File: src/rtl/stage4_fast_message_serializer.sv
// Stage-4 fast message serializer: captures three FAST lane fields as one
// message and streams their bytes (lane 1, 2, 3; MS byte first) on a
// valid/ready byte interface toward the stage-5 frame builder.
module stage4_fast_message_serializer #(
    parameter int FAST_MESSAGE_BITS = 64,
    parameter int FAST_LENGTH_BITS  = 4,
    parameter int MAX_BYTES         = FAST_MESSAGE_BITS / 8,
    parameter int CNT_BITS          = 16
) (
    input  logic                         clk,
    input  logic                         rst,
    input  logic                         in_valid,
    output logic                         in_ready,
    input  logic [FAST_MESSAGE_BITS-1:0] message_fast_1,
    input  logic [FAST_MESSAGE_BITS-1:0] message_fast_2,
    input  logic [FAST_MESSAGE_BITS-1:0] message_fast_3,
    input  logic [FAST_LENGTH_BITS-1:0]  length_fast_1,
    input  logic [FAST_LENGTH_BITS-1:0]  length_fast_2,
    input  logic [FAST_LENGTH_BITS-1:0]  length_fast_3,
    output logic                         out_valid,
    input  logic                         out_ready,
    output logic [7:0]                   out_data,
    output logic [1:0]                   out_lane,
    output logic                         out_sop,
    output logic                         out_eop,
    output logic                         len_err,
    output logic [CNT_BITS-1:0]          msg_cnt
);

    // State encoding doubles as the lane number being emitted.
    typedef enum logic [1:0] {IDLE = 2'd0, LANE1 = 2'd1, LANE2 = 2'd2, LANE3 = 2'd3} state_t;
    typedef logic [2:0][FAST_LENGTH_BITS-1:0]  lens_t;
    typedef logic [2:0][FAST_MESSAGE_BITS-1:0] msgs_t;

    localparam logic [FAST_LENGTH_BITS-1:0] MAX_LEN = FAST_LENGTH_BITS'(MAX_BYTES);

    state_t                      state_q, state_d;
    msgs_t                       msg_q, msg_d;
    lens_t                       len_q, len_d;
    logic [FAST_LENGTH_BITS-1:0] idx_q, idx_d;
    logic                        out_valid_q, out_valid_d;
    logic [7:0]                  out_data_q, out_data_d;
    logic [1:0]                  out_lane_q, out_lane_d;
    logic                        out_sop_q, out_sop_d;
    logic                        out_eop_q, out_eop_d;
    logic                        len_err_q, len_err_d;
    logic [CNT_BITS-1:0]         msg_cnt_q, msg_cnt_d;

    msgs_t                       msg_in;
    lens_t                       len_raw, len_eff, src_len;
    msgs_t                       src_msg;
    logic                        bad_len, accept, load, same_lane;
    logic [1:0]                  nxt_lane;
    logic [FAST_LENGTH_BITS-1:0] nxt_idx;

    // Lowest-numbered lane above 'after' with a non-zero length, 0 if none.
    function automatic logic [1:0] nz_after(input lens_t lens, input logic [1:0] after);
        logic [1:0] r;
        r = 2'd0;
        if (after < 2'd3 && lens[2] != '0) r = 2'd3;
        if (after < 2'd2 && lens[1] != '0) r = 2'd2;
        if (after == 2'd0 && lens[0] != '0) r = 2'd1;
        return r;
    endfunction

    // Byte number 'ix' (0 = least significant) of a lane field.
    function automatic logic [7:0] byte_of(input logic [FAST_MESSAGE_BITS-1:0] m,
                                           input logic [FAST_LENGTH_BITS-1:0] ix);
        logic [FAST_MESSAGE_BITS-1:0] s;
        s = m >> {ix, 3'b000};
        return s[7:0];
    endfunction

    assign in_ready = (state_q == IDLE) && !rst;
    assign accept   = in_valid && in_ready;
    assign msg_in   = {message_fast_3, message_fast_2, message_fast_1};
    assign len_raw  = {length_fast_3, length_fast_2, length_fast_1};

    // Illegal lengths collapse to zero so the lane is simply skipped.
    always_comb begin
        bad_len = 1'b0;
        len_eff = len_raw;
        for (int i = 0; i < 3; i++) begin
            if (len_raw[i] > MAX_LEN) begin
                len_eff[i] = '0;
                bad_len    = 1'b1;
            end
        end
    end

    // Next-state: pick the next byte position (lane, index) and preload it
    // into the output registers so out_valid never depends on out_ready.
    always_comb begin
        state_d     = state_q;
        msg_d       = msg_q;
        len_d       = len_q;
        idx_d       = idx_q;
        out_valid_d = out_valid_q;
        out_data_d  = out_data_q;
        out_lane_d  = out_lane_q;
        out_sop_d   = out_sop_q;
        out_eop_d   = out_eop_q;
        len_err_d   = 1'b0;
        msg_cnt_d   = msg_cnt_q;
        src_len     = len_q;
        src_msg     = msg_q;
        load        = 1'b0;
        same_lane   = 1'b0;
        nxt_lane    = 2'd0;
        nxt_idx     = '0;

        if (state_q == IDLE) begin
            if (accept) begin
                msg_d     = msg_in;
                len_d     = len_eff;
                len_err_d = bad_len;
                src_len   = len_eff;
                src_msg   = msg_in;
                nxt_lane  = nz_after(len_eff, 2'd0);
                load      = 1'b1;
            end
        end else if (out_valid_q && out_ready) begin
            load = 1'b1;
            if (out_eop_q) begin
                msg_cnt_d = msg_cnt_q + 1'b1;
            end else if (idx_q != '0) begin
                nxt_lane  = state_q;
                same_lane = 1'b1;
            end else begin
                nxt_lane  = nz_after(len_q, state_q);
            end
        end

        if (load) begin
            if (nxt_lane != 2'd0) begin
                nxt_idx     = same_lane ? idx_q - 1'b1 : src_len[nxt_lane - 2'd1] - 1'b1;
                out_valid_d = 1'b1;
                out_data_d  = byte_of(src_msg[nxt_lane - 2'd1], nxt_idx);
                out_lane_d  = nxt_lane;
                out_sop_d   = (state_q == IDLE);
                out_eop_d   = (nxt_idx == '0) && (nz_after(src_len, nxt_lane) == 2'd0);
            end else begin
                out_valid_d = 1'b0;
                out_data_d  = 8'd0;
                out_lane_d  = 2'd0;
                out_sop_d   = 1'b0;
                out_eop_d   = 1'b0;
            end
            state_d = state_t'(nxt_lane);
            idx_d   = nxt_idx;
        end
    end

    // State and output registers; reset aborts any message in flight.
    always_ff @(posedge clk) begin
        if (rst) begin
            state_q     <= IDLE;
            msg_q       <= '0;
            len_q       <= '0;
            idx_q       <= '0;
            out_valid_q <= 1'b0;
            out_data_q  <= 8'd0;
            out_lane_q  <= 2'd0;
            out_sop_q   <= 1'b0;
            out_eop_q   <= 1'b0;
            len_err_q   <= 1'b0;
            msg_cnt_q   <= '0;
        end else begin
            state_q     <= state_d;
            msg_q       <= msg_d;
            len_q       <= len_d;
            idx_q       <= idx_d;
            out_valid_q <= out_valid_d;
            out_data_q  <= out_data_d;
            out_lane_q  <= out_lane_d;
            out_sop_q   <= out_sop_d;
            out_eop_q   <= out_eop_d;
            len_err_q   <= len_err_d;
            msg_cnt_q   <= msg_cnt_d;
        end
    end

    assign out_valid = out_valid_q;
    assign out_data  = out_data_q;
    assign out_lane  = out_lane_q;
    assign out_sop   = out_sop_q;
    assign out_eop   = out_eop_q;
    assign len_err   = len_err_q;
    assign msg_cnt   = msg_cnt_q;

endmodule
File: config.mk
export PLATFORM = sky130hd
export DESIGN_NAME = stage4_fast_message_serializer
export DESIGN_NICKNAME = d
export VERILOG_FILES = /design/src/rtl/stage4_fast_message_serializer.sv
export SDC_FILE = /design/constraint.sdc
export NUM_CORES = 1
export LEC_CHECK = 0
export CORE_MARGIN = 2
export CORE_UTILIZATION = 24
export CTS_BUF_LIST = sky130_fd_sc_hd__clkbuf_4
export CTS_CLUSTER_DIAMETER = 200
export DETAILED_ROUTE_END_ITERATION = 12
export DONT_BUFFER_PORTS = 1
export GPL_TIMING_DRIVEN = 1
export SLEW_MARGIN = 20
export SYNTH_ARGS = -nofsm -noshare
export SYNTH_HDL_FRONTEND = slang
export SYNTH_SLANG_ARGS = --single-unit
export TNS_END_PERCENT = 5
File: constraint.sdc
create_clock -name clk -period 6.6 [get_ports clk]
set_input_delay 1.98 -clock clk [delete_from_list [all_inputs] [get_ports clk]]
set_output_delay 1.98 -clock clk [all_outputs]
set_load 0.01 [all_outputs]
# Word level (Yosys, flattened, before mapping)
# Cells that the tools add are included.
classes:
  n_mul: 0
  add_sub_neg: 4
  muxes: 44
  n_shift: 1
  eq_ne: 0
  n_div: 0
  reduce_logical: 28
  magnitude_cmp: 8
  n_bitwise: 2
op_table:
  columns: ["operator", "n"]
  rows:
  - ["$mux W192", 2]
  - ["$bmux W64 S2", 1]
  - ["$mux W64", 1]
  - ["$shr A64 B7 Y8", 1]
  - ["$reduce_bool A4 Y1", 10]
  - ["$mux W2", 17]
  - ["$mux W12", 2]
  - ["$mux W4", 6]
  - ["$add A16 B1 Y16 const B", 1]
  - ["$mux W1", 13]
  - ["$gt A4 B4 Y1 const B", 3]
  - ["$logic_and A1 B1 Y1", 10]
  - ["$bmux W4 S2", 1]
  - ["$lt A2 B2 Y1 const B", 4]
  - ["$mux W8", 1]
  - ["$sub A4 B1 Y4 const B", 2]
  - ["$logic_not A2 Y1", 3]
  - ["$logic_not A4 Y1", 1]
  - ["$lt A2 B3 Y1 const B", 1]
  - ["$reduce_and A3 Y1", 1]
  - ["$reduce_or A3 Y1", 1]
  - ["$not A1 Y1", 2]
  - ["$reduce_bool A2 Y1", 1]
  - ["$sub A2 B1 Y2 const B", 1]
  - ["$logic_not A1 Y1", 1]
word_totals:
  inputBits: 208
  ramBits: 0
  latch_bits: 0
  output_inout_bits: 31
  memories: 0
  mem_bits_ro: 0
  regBits: 240

# Longest topological paths before layout
# Gate-level depths: netlist of run 1.
depth:
  depth_word: 19
  mapped_depth: 24

# Least setup slack after synthesis of run 1
# No wires, ideal clock.
synth_path:
  path_type: "input port to flip-flop"
  start: "input rst"
  end: "register out_data_q[5] (netlist: out_data[5])"
  path_buffers: 8
  t_required_ns: 6.483
  cell_stages: 20
  arrival_time_ns: 6.184
  slack_ns: 0.299
  setup_ns: 0.117
  cell_sequence: "or4b_1 -> buf_2 -> nor3_4 -> a22o_4 -> nor2_4 -> clkbuf_1 -> ha_1 -> clkbuf_1 -> nand2_1 -> o21a_4 -> buf_6 -> buf_2 -> ha_1 -> clkbuf_1 -> clkbuf_1 -> clkbuf_1 -> a21oi_1 -> a221oi_1 -> a41oi_1 -> a22o_1"
synth_via:
  elab_chain_cells: 12
  word_cells_on_any_way: 21
  cone_classes: "add/sub (2); shift (1); mux (14); reduce/logical (4)"
synth_rtl:
  columns: ["element", "line_no", "rtl"]
  rows:
  - ["from (decl)", "11", "input logic rst,"]
  - ["$logic_not A1 Y1", "74", "assign in_ready = (state_q == IDLE) && !rst;"]
  - ["$logic_and A1 B1 Y1", "74", null]
  - ["$logic_and A1 B1 Y1", "75", "assign accept = in_valid && in_ready;"]
  - ["$mux W2", "113", "if (accept) begin"]
  - ["$mux W2", "112", "if (state_q == IDLE) begin"]
  - ["$sub A2 B1 Y2", "136, 138", null]
  - ["$bmux W4 S2", "136", "nxt_idx = same_lane ? idx_q - 1'b1 : src_len[nxt_lane - 2'd1] - 1'b1;"]
  - ["$mux W4 (implied by the code)", "136", null]
  - ["$sub A4 B1 Y4", "136", null]
  - ["$mux W4", "136", null]
  - ["$shr A64 B7 Y8", "70", "s = m >> {ix, 3'b000};"]
  - ["$mux W8", "135", "if (nxt_lane != 2'd0) begin"]
  - ["to (signal assigned)", "174", "out_data_q <= out_data_d;"]
  - ["to (decl)", "42", "logic [7:0] out_data_q, out_data_d;"]
# Parallel ways exist; a longest one is shown, timed or not. The select of a mux whose other input is x is not followed.
# A chain may end at the register's enable or synchronous reset.

# Final worst setup path of run 1
layout_path:
  start: "input length_fast_3[0]"
  end: "register out_data_q[1] (netlist: out_data[1])"
layout_via:
  elab_chain_cells: 15
  word_cells_on_any_way: 20
  cone_classes: "add/sub (2); order compare (1); shift (1); mux (14); reduce/logical (2)"
layout_rtl:
  columns: ["element", "line_no", "rtl"]
  rows:
  - ["from (decl)", "19", "input logic [FAST_LENGTH_BITS-1:0] length_fast_3,"]
  - ["$gt A4 B4 Y1", "84", "if (len_raw[i] > MAX_LEN) begin"]
  - ["$mux W4 (*)", "84", null]
  - ["$reduce_bool A4 Y1", "60", "if (after < 2'd3 && lens[2] != '0) r = 2'd3;"]
  - ["$mux W2", "60", null]
  - ["$mux W2", "61", "if (after < 2'd2 && lens[1] != '0) r = 2'd2;"]
  - ["$mux W2", "62", "if (after == 2'd0 && lens[0] != '0) r = 2'd1;"]
  - ["$mux W2", "113", null]
  - ["$mux W2", "112", null]
  - ["$sub A2 B1 Y2", "136, 138", null]
  - ["$bmux W4 S2", "136", null]
  - ["$mux W4 (implied by the code)", "136", null]
  - ["$sub A4 B1 Y4", "136", null]
  - ["$mux W4", "136", null]
  - ["$shr A64 B7 Y8", "70", null]
  - ["$mux W8 (*)", "135", null]
# Every way passes the cells marked *; elsewhere a longest branch is shown, timed or not. The select of a mux whose other input is x is not followed.

==> flow_summary_export.csv, run 1 <==
group,metric,value,unit
run_status,status,"complete, no violations",
place,port_buffers,0,
synthesis,synth_seq_cells,239,
synthesis,synthFlopType,"dfxtp_1",
synthesis,synth_area,11500,um^2
route,route.met3.wl,4630,um
finish,multiInputGateArea,6240,um^2
timing,slew_violations,0,
route,postRouteAntennaNets,0,
timing,finalCriticalPeriod,5290,ps
synthesis,avgSynthCellArea,8.44,um^2
global_route,grt_antenna_before_repair,12,
clock_tree,cts_hold_buf,0,
power_and_ir_drop,netSwitchingFraction,29.2,%
power_and_ir_drop,pwr_density_cell,272,nW/um^2
synthesis,synth.area.mux_share,18.3,%
floorplanning,die_w,223,um
place,placed_cells,1888,
floorplanning,die_h,223,um
critical_path,crit_arrival,5940,ps
finish,drive_gt1_share,13.4,%
clock_tree,post_cts_resized,0,
timing,tightest_slew,965,ps
timing,relSlewSlack,35.7,%
timing,min_period_over_period,80.1,%
power_and_ir_drop,p_clk_share,41.8,%
place,hpwl,28000,um
synthesis,yosys.area_share.simple,19.5,%
clock_tree,cts_root_buffer,"clkbuf_4",
synthesis,seq_area_frac_synth,41.5,%
synthesis,synth-edff-count,0,
floorplanning,start_util,24.2,%
min_path,hp-class,"reg2reg",
clock_tree,cts_max_level,3,
critical_path,critPathLaunchType,"input port",
timing,setup_ws,1310,ps
timing,hold_ws,451,ps
clock_tree,clock_latency,800,ps
timing,skew,76.6,ps
finish,utilization,27.2,%
route,avgViaCountPerCell,4.90,
route,wirelength,39600,um
clock_tree,cts.sinks,239,
finish,nNetsFinal,1560,
synthesis,synthDistinctLibCells,62,
synthesis,synthAdderAreaFrac,0.543,%
critical_path,timing_worst_setup_path_type,"in2reg",
route,drt-met1-wl,15600,um
synthesis,synthCells,1365,
clock_tree,cts_tree,"done",
power_and_ir_drop,p_seq_share,43.9,%
route,wl_met2,17900,um
synthesis,synth-compound-area-share,14.5,%
synthesis,async_reset_ff_share,0,%
synthesis,synth_fp_nets,1578,
synthesis,synth_warnings,0,
power_and_ir_drop,switchingPower,1.03,mW
finish,fillers,5067,
global_route,grt_pass1_wl,58300,um
route,drtPass1Iterations,5,
timing,fin_setup_tns,0,ps
synthesis,synth_top_area_share,41.5,%
clock_tree,postCtsSetupRepairBufs,0,
timing,hold_viol,0,
synthesis,synth_top_family_by_area,"simple AND/OR/NAND/NOR gates",
timing,max_freq,189,MHz
floorplanning,core,47500,um^2
route,drt-initial-drc-count,750,
timing,rsz0062_at_grt,"false",
route,post_drt_wl_per_cell,19.6,um
global_route,grt_usage,15.6,%
timing,setup_viol,0,
route,vias,9912,
place,dp_slack,557,ps
floorplanning,dieArea,49800,um^2
global_route,grt_overflow,0,
route,drc,0,
clock_tree,numCtsBuffers,72,
power_and_ir_drop,power_frac_comb,14.3,%
power_and_ir_drop,p_int,2.48,mW
critical_path,crit_required,7250,ps
floorplanning,io_pins,239,
clock_tree,clock_path_buffers,3,
route,highest_layer,"met5",
critical_path,end_kind,"flop",
run,maxCapViolCount,0,
synthesis,synth_area_leader_cell,"dfxtp_1",
finish,area_growth_syn_to_layout,12.1,%
finish,fin_cells,2021,
floorplanning,std_cell_rows,80,
global_route,grt_max_degree,237,
critical_path,cp_max_fo,19,
power_and_ir_drop,irDropWorstVdd,166,uV
finish,seq_area,4780,um^2
synthesis,synth_xor_xnor_area_share,1.06,%
place,gp_congestion,0.859,
global_route,grt_pass1_vias,9631,
synthesis,synthTopCellsByArea,"dfxtp_1, mux2i_1, nand2_1, a21oi_1, mux4_2",
clock_tree,clkTransAtPathRegs,70,ps
power_and_ir_drop,leakagePower,4.70,nW
-- routing by layer --
layer / GRT usage, % / vias up
li1: - / 4763
met1: 17.7 / 4692
met2: 24.3 / 354
met3: 8.10 / 93
met4: 7.25 / 10
met5: 0 / -
-- area by class of cell --
type,count,share of cell area (%)
multi-input combinational,1008,48.3
sequential,239,37.1
clock inverter,18,0.834
timing repair buffer,18,1.14
inverter,8,0.271
antenna,8,0.155
tap,615,5.96
clock buffer,107,6.22
-- cells in the final DEF (no fill, tap or decap), drive strengths merged, types with 7 or more instances in the layout --
cell type	n
nor3	11
mux2i	134
a21oi	175
mux4	32
a22o	7
inv	9
o21ai	23
dfxtp	239
nand2	321
clkbuf	107
diode	8
xor2	8
o211ai	17
a221oi	7
buf	18
nor2	133
and3	22
nand3	22
clkinv	14
a31oi	13
a2bb2oi	9
-- cell families (layout without fill, tap and decap cells) --
family,Yosys count,after routing
mux,170,170
compound gates,281,281
xor+xnor,14,14
simple gates,538,538
other cells,0,8
buf+inv,118,151
flops,239,239
fa+ha+maj,5,5
-- worst paths after layout --
path / start / end / slack, ps / depth (start not counted)
max: length_fast_3[0] / out_data[1]$_SDFFE_PP0P_ / 1310 / 11
min: msg_q[40]$_SDFF_PP0_ / msg_q[40]$_SDFF_PP0_ / 450 / 2
max reg2reg: len_q[10]$_SDFF_PP0_ / out_data[1]$_SDFFE_PP0P_ / 2020 / 13
min reg2reg: msg_q[40]$_SDFF_PP0_ / msg_q[40]$_SDFF_PP0_ / 450 / 2
-- registers in the layout (all words and copies together), names as in the netlist --
name,cells
msg_q,192
len_err,1
len_q,12
state_q,1
msg_cnt,16
out_eop,1
idx_q,4
out_sop,1
out_data,8
out_lane,2
out_valid,1
-- through the flow --
step	area (um^2)	total power, mW
2_1_floorplan	11500	1.96
3_3_place_gp	12000	2.07
3_5_place_dp	12000	2.08
4_1_cts	12900	3.57
5_1_grt	12900	3.69
6_report	12900	3.51
-- worst max-delay path, cell delays in order --
cell,delay (ps)
nor4_1,550
o21ai_0,190
a22oi_1,450
ha_4,300
o41ai_1,390
a31oi_1,150
ha_2,740
mux4_2,410
a221oi_1,480
a31oi_1,80
a22o_1,210
-- power by group through the flow --
stage          combinational [mW]  sequential (mW)  clock [mW]
2_1_floorplan               0.400             1.56           0
6_report                    0.502             1.54        1.47
3_5_place_dp                0.505             1.57           0
3_3_place_gp                0.497             1.57           0
4_1_cts                     0.507             1.54        1.53
5_1_grt                     0.554             1.55        1.59
-- synth_stat cells (5+ instances only) --
cell type  number
xor2_1          8
mux4_2         32
ha_1            5
clkbuf_1       64
inv_1           5
a2bb2oi_1       9
and3_1         22
buf_1           6
xnor2_1         6
dfxtp_1       239
nor3_1         10
o211ai_1       17
a21oi_1       175
nand3_1        21
a221oi_1        7
a31oi_1        13
nand2_1       321
buf_2          33
or3_1           5
mux2i_1       134
a22o_1          6
nor2_1        132
o21ai_0        22
buf_4           5
a22oi_1         6
Note: power is estimated with default switching activity, not from simulation.
==> inputs of run 2 (changes only) <==
==> constraint.sdc (replaced) <==
create_clock -name clk -period 5.2 [get_ports clk]
set_input_delay 1.56 -clock clk [delete_from_list [all_inputs] [get_ports clk]]
set_output_delay 1.56 -clock clk [all_outputs]
set_load 0.01 [all_outputs]
==> run 2 against run 1 <==
- count of clock-buffer cells in the layout fell by 7
- highest routed layer unchanged
- routed wire length grew 0.53%
- sequential cell count did not move
- first-iteration DRC count is 24% lower
- global-route usage hardly changed
==> flow_summary_export.csv, run 2 (synthesis gave the netlist of run 1 again) <==
group,metric,value,unit
route,vias,10000,
place,hpwl,28300,um
clock_tree,cts.sinks,239,
run,maxCapViolCount,0,
critical_path,crit_required,5910,ps
power_and_ir_drop,switchingPower,1.27,mW
route,drc,0,
timing,rsz0062_at_grt,"false",
critical_path,critPathLaunchType,"input port",
global_route,grt_overflow,0,
power_and_ir_drop,power_frac_comb,15.3,%
run_status,status,"complete, no violations",
global_route,grt_pass1_vias,9715,
critical_path,r2r_setup_slack,1040,ps
clock_tree,cts_tree,"done",
timing,setup_viol,0,
critical_path,cp_max_fo,236,
timing,tightest_slew,953,ps
critical_path,r2r_start,"out_lane[0]$_SDFFE_PP0P_",
min_path,hp-class,"reg2reg",
finish,largest_reg_flops,192,
min_path,min-delay-start,"msg_q[104]$_SDFF_PP0_",
place,gp_congestion,0.881,
power_and_ir_drop,p_int,3.11,mW
route,postRouteAntennaNets,0,
place,port_buffers,0,
finish,area_growth_syn_to_layout,13.7,%
timing,hold_ws,451,ps
route,avgViaCountPerCell,4.91,
power_and_ir_drop,netSwitchingFraction,29.1,%
route,drt-initial-drc-count,570,
timing,min_period_over_period,83.9,%
route,wirelength,39800,um
floorplanning,die_w,223,um
clock_tree,postCtsSetupRepairBufs,0,
critical_path,timing_worst_setup_path_type,"in2reg",
floorplanning,die_h,223,um
global_route,grt_pass1_wl,58500,um
clock_tree,numCtsBuffers,72,
floorplanning,io_pins,239,
timing,relSlewSlack,36.5,%
power_and_ir_drop,pwr_density_cell,334,nW/um^2
clock_tree,cts_root_buffer,"clkbuf_4",
clock_tree,cts_hold_buf,0,
power_and_ir_drop,p_clk_share,40.1,%
power_and_ir_drop,power,4.38,mW
clock_tree,clock_path_buffers,3,
timing,finalCriticalPeriod,4360,ps
floorplanning,core,47500,um^2
critical_path,crit_arrival,5080,ps
finish,final_cell_mix,"nand2_1, dfxtp_1, a21oi_1",
clock_tree,cts_max_level,3,
finish,nNetsFinal,1587,
finish,mostFrequentLayoutCell,"nand2_1",
finish,largest_register,"msg_q",
global_route,grt_antenna_before_repair,11,
power_and_ir_drop,leakagePower,4.81,nW
global_route,grt_usage,15.7,%
power_and_ir_drop,irDropWorstVdd,195,uV
global_route,grt_max_degree,237,
finish,drive_gt1_share,14.7,%
timing,hold_viol,0,
timing,max_freq,229,MHz
timing,skew,46.7,ps
floorplanning,dieArea,49800,um^2
power_and_ir_drop,p_seq_share,44.6,%
critical_path,end_kind,"flop",
floorplanning,start_util,24.2,%
route,drtPass1Iterations,5,
clock_tree,post_cts_resized,0,
clock_tree,clock_latency,760,ps
floorplanning,std_cell_rows,80,
timing,fin_setup_tns,0,ps
clock_tree,clkTransAtPathRegs,60,ps
finish,utilization,27.5,%
route,post_drt_wl_per_cell,19.5,um
timing,slew_violations,0,
critical_path,cp-startpoint,"rst",
[run 2: area by class of cell]
type                       count  area [um^2]
antenna                       11         27.5
fill                        5068        34500
inverter                       8         35.0
sequential                   239         4780
tap                          615          769
clock buffer                 100          751
clock inverter                12         73.8
multi-input combinational   1008         6280
timing repair buffer          45          375
[run 2: worst max-delay path: stages]
cell and delay (ps):
or4b_4 590, nor3_4 160, a22o_4 170, nor2_4 50, ha_4 290, buf_4 120
clkinv_1 150, nor4_1 510, or2_2 230, o22ai_1 90, nand3_2 100, xor2_1 100
buf_4 160, nor4_4 510, a32o_1 260
[run 2: per-layer routing]
metal	up-vias	part of all wire, %	global-route usage (%)
met5	-	0.12	0
met4	6	2.7	6.19
met3	81	12	7.73
met2	375	47	25.0
met1	4739	39	17.9
li1	4807	-	-
[run 2: power by group through the flow]
stage | logic [mW] | registers [mW] | clock network, mW
after global routing | 0.734 | 1.96 | 1.92
after global placement | 0.665 | 1.99 | 0
after floorplan | 0.523 | 1.98 | 0
after detailed placement | 0.674 | 1.99 | 0
after CTS | 0.676 | 1.95 | 1.84
final | 0.668 | 1.95 | 1.76
[run 2: metrics by stage]
step / instances / area, um^2 / worst slack [ps]
final: 2038 / 13100 / 836
after floorplan: 1365 / 11600 / 3.72
after CTS: 2027 / 13100 / 978
after detailed placement: 1915 / 12200 / 127
after global placement: 1915 / 12200 / 172
after global routing: 2034 / 13100 / 739
[run 2: worst paths after layout]
check	cells after the start	endpoint
worst max-delay path	15	out_data[0]$_SDFFE_PP0P_
worst max register to register	15	out_data[0]$_SDFFE_PP0P_
worst min register to register	2	msg_q[104]$_SDFF_PP0_
worst min-delay path	2	msg_q[104]$_SDFF_PP0_
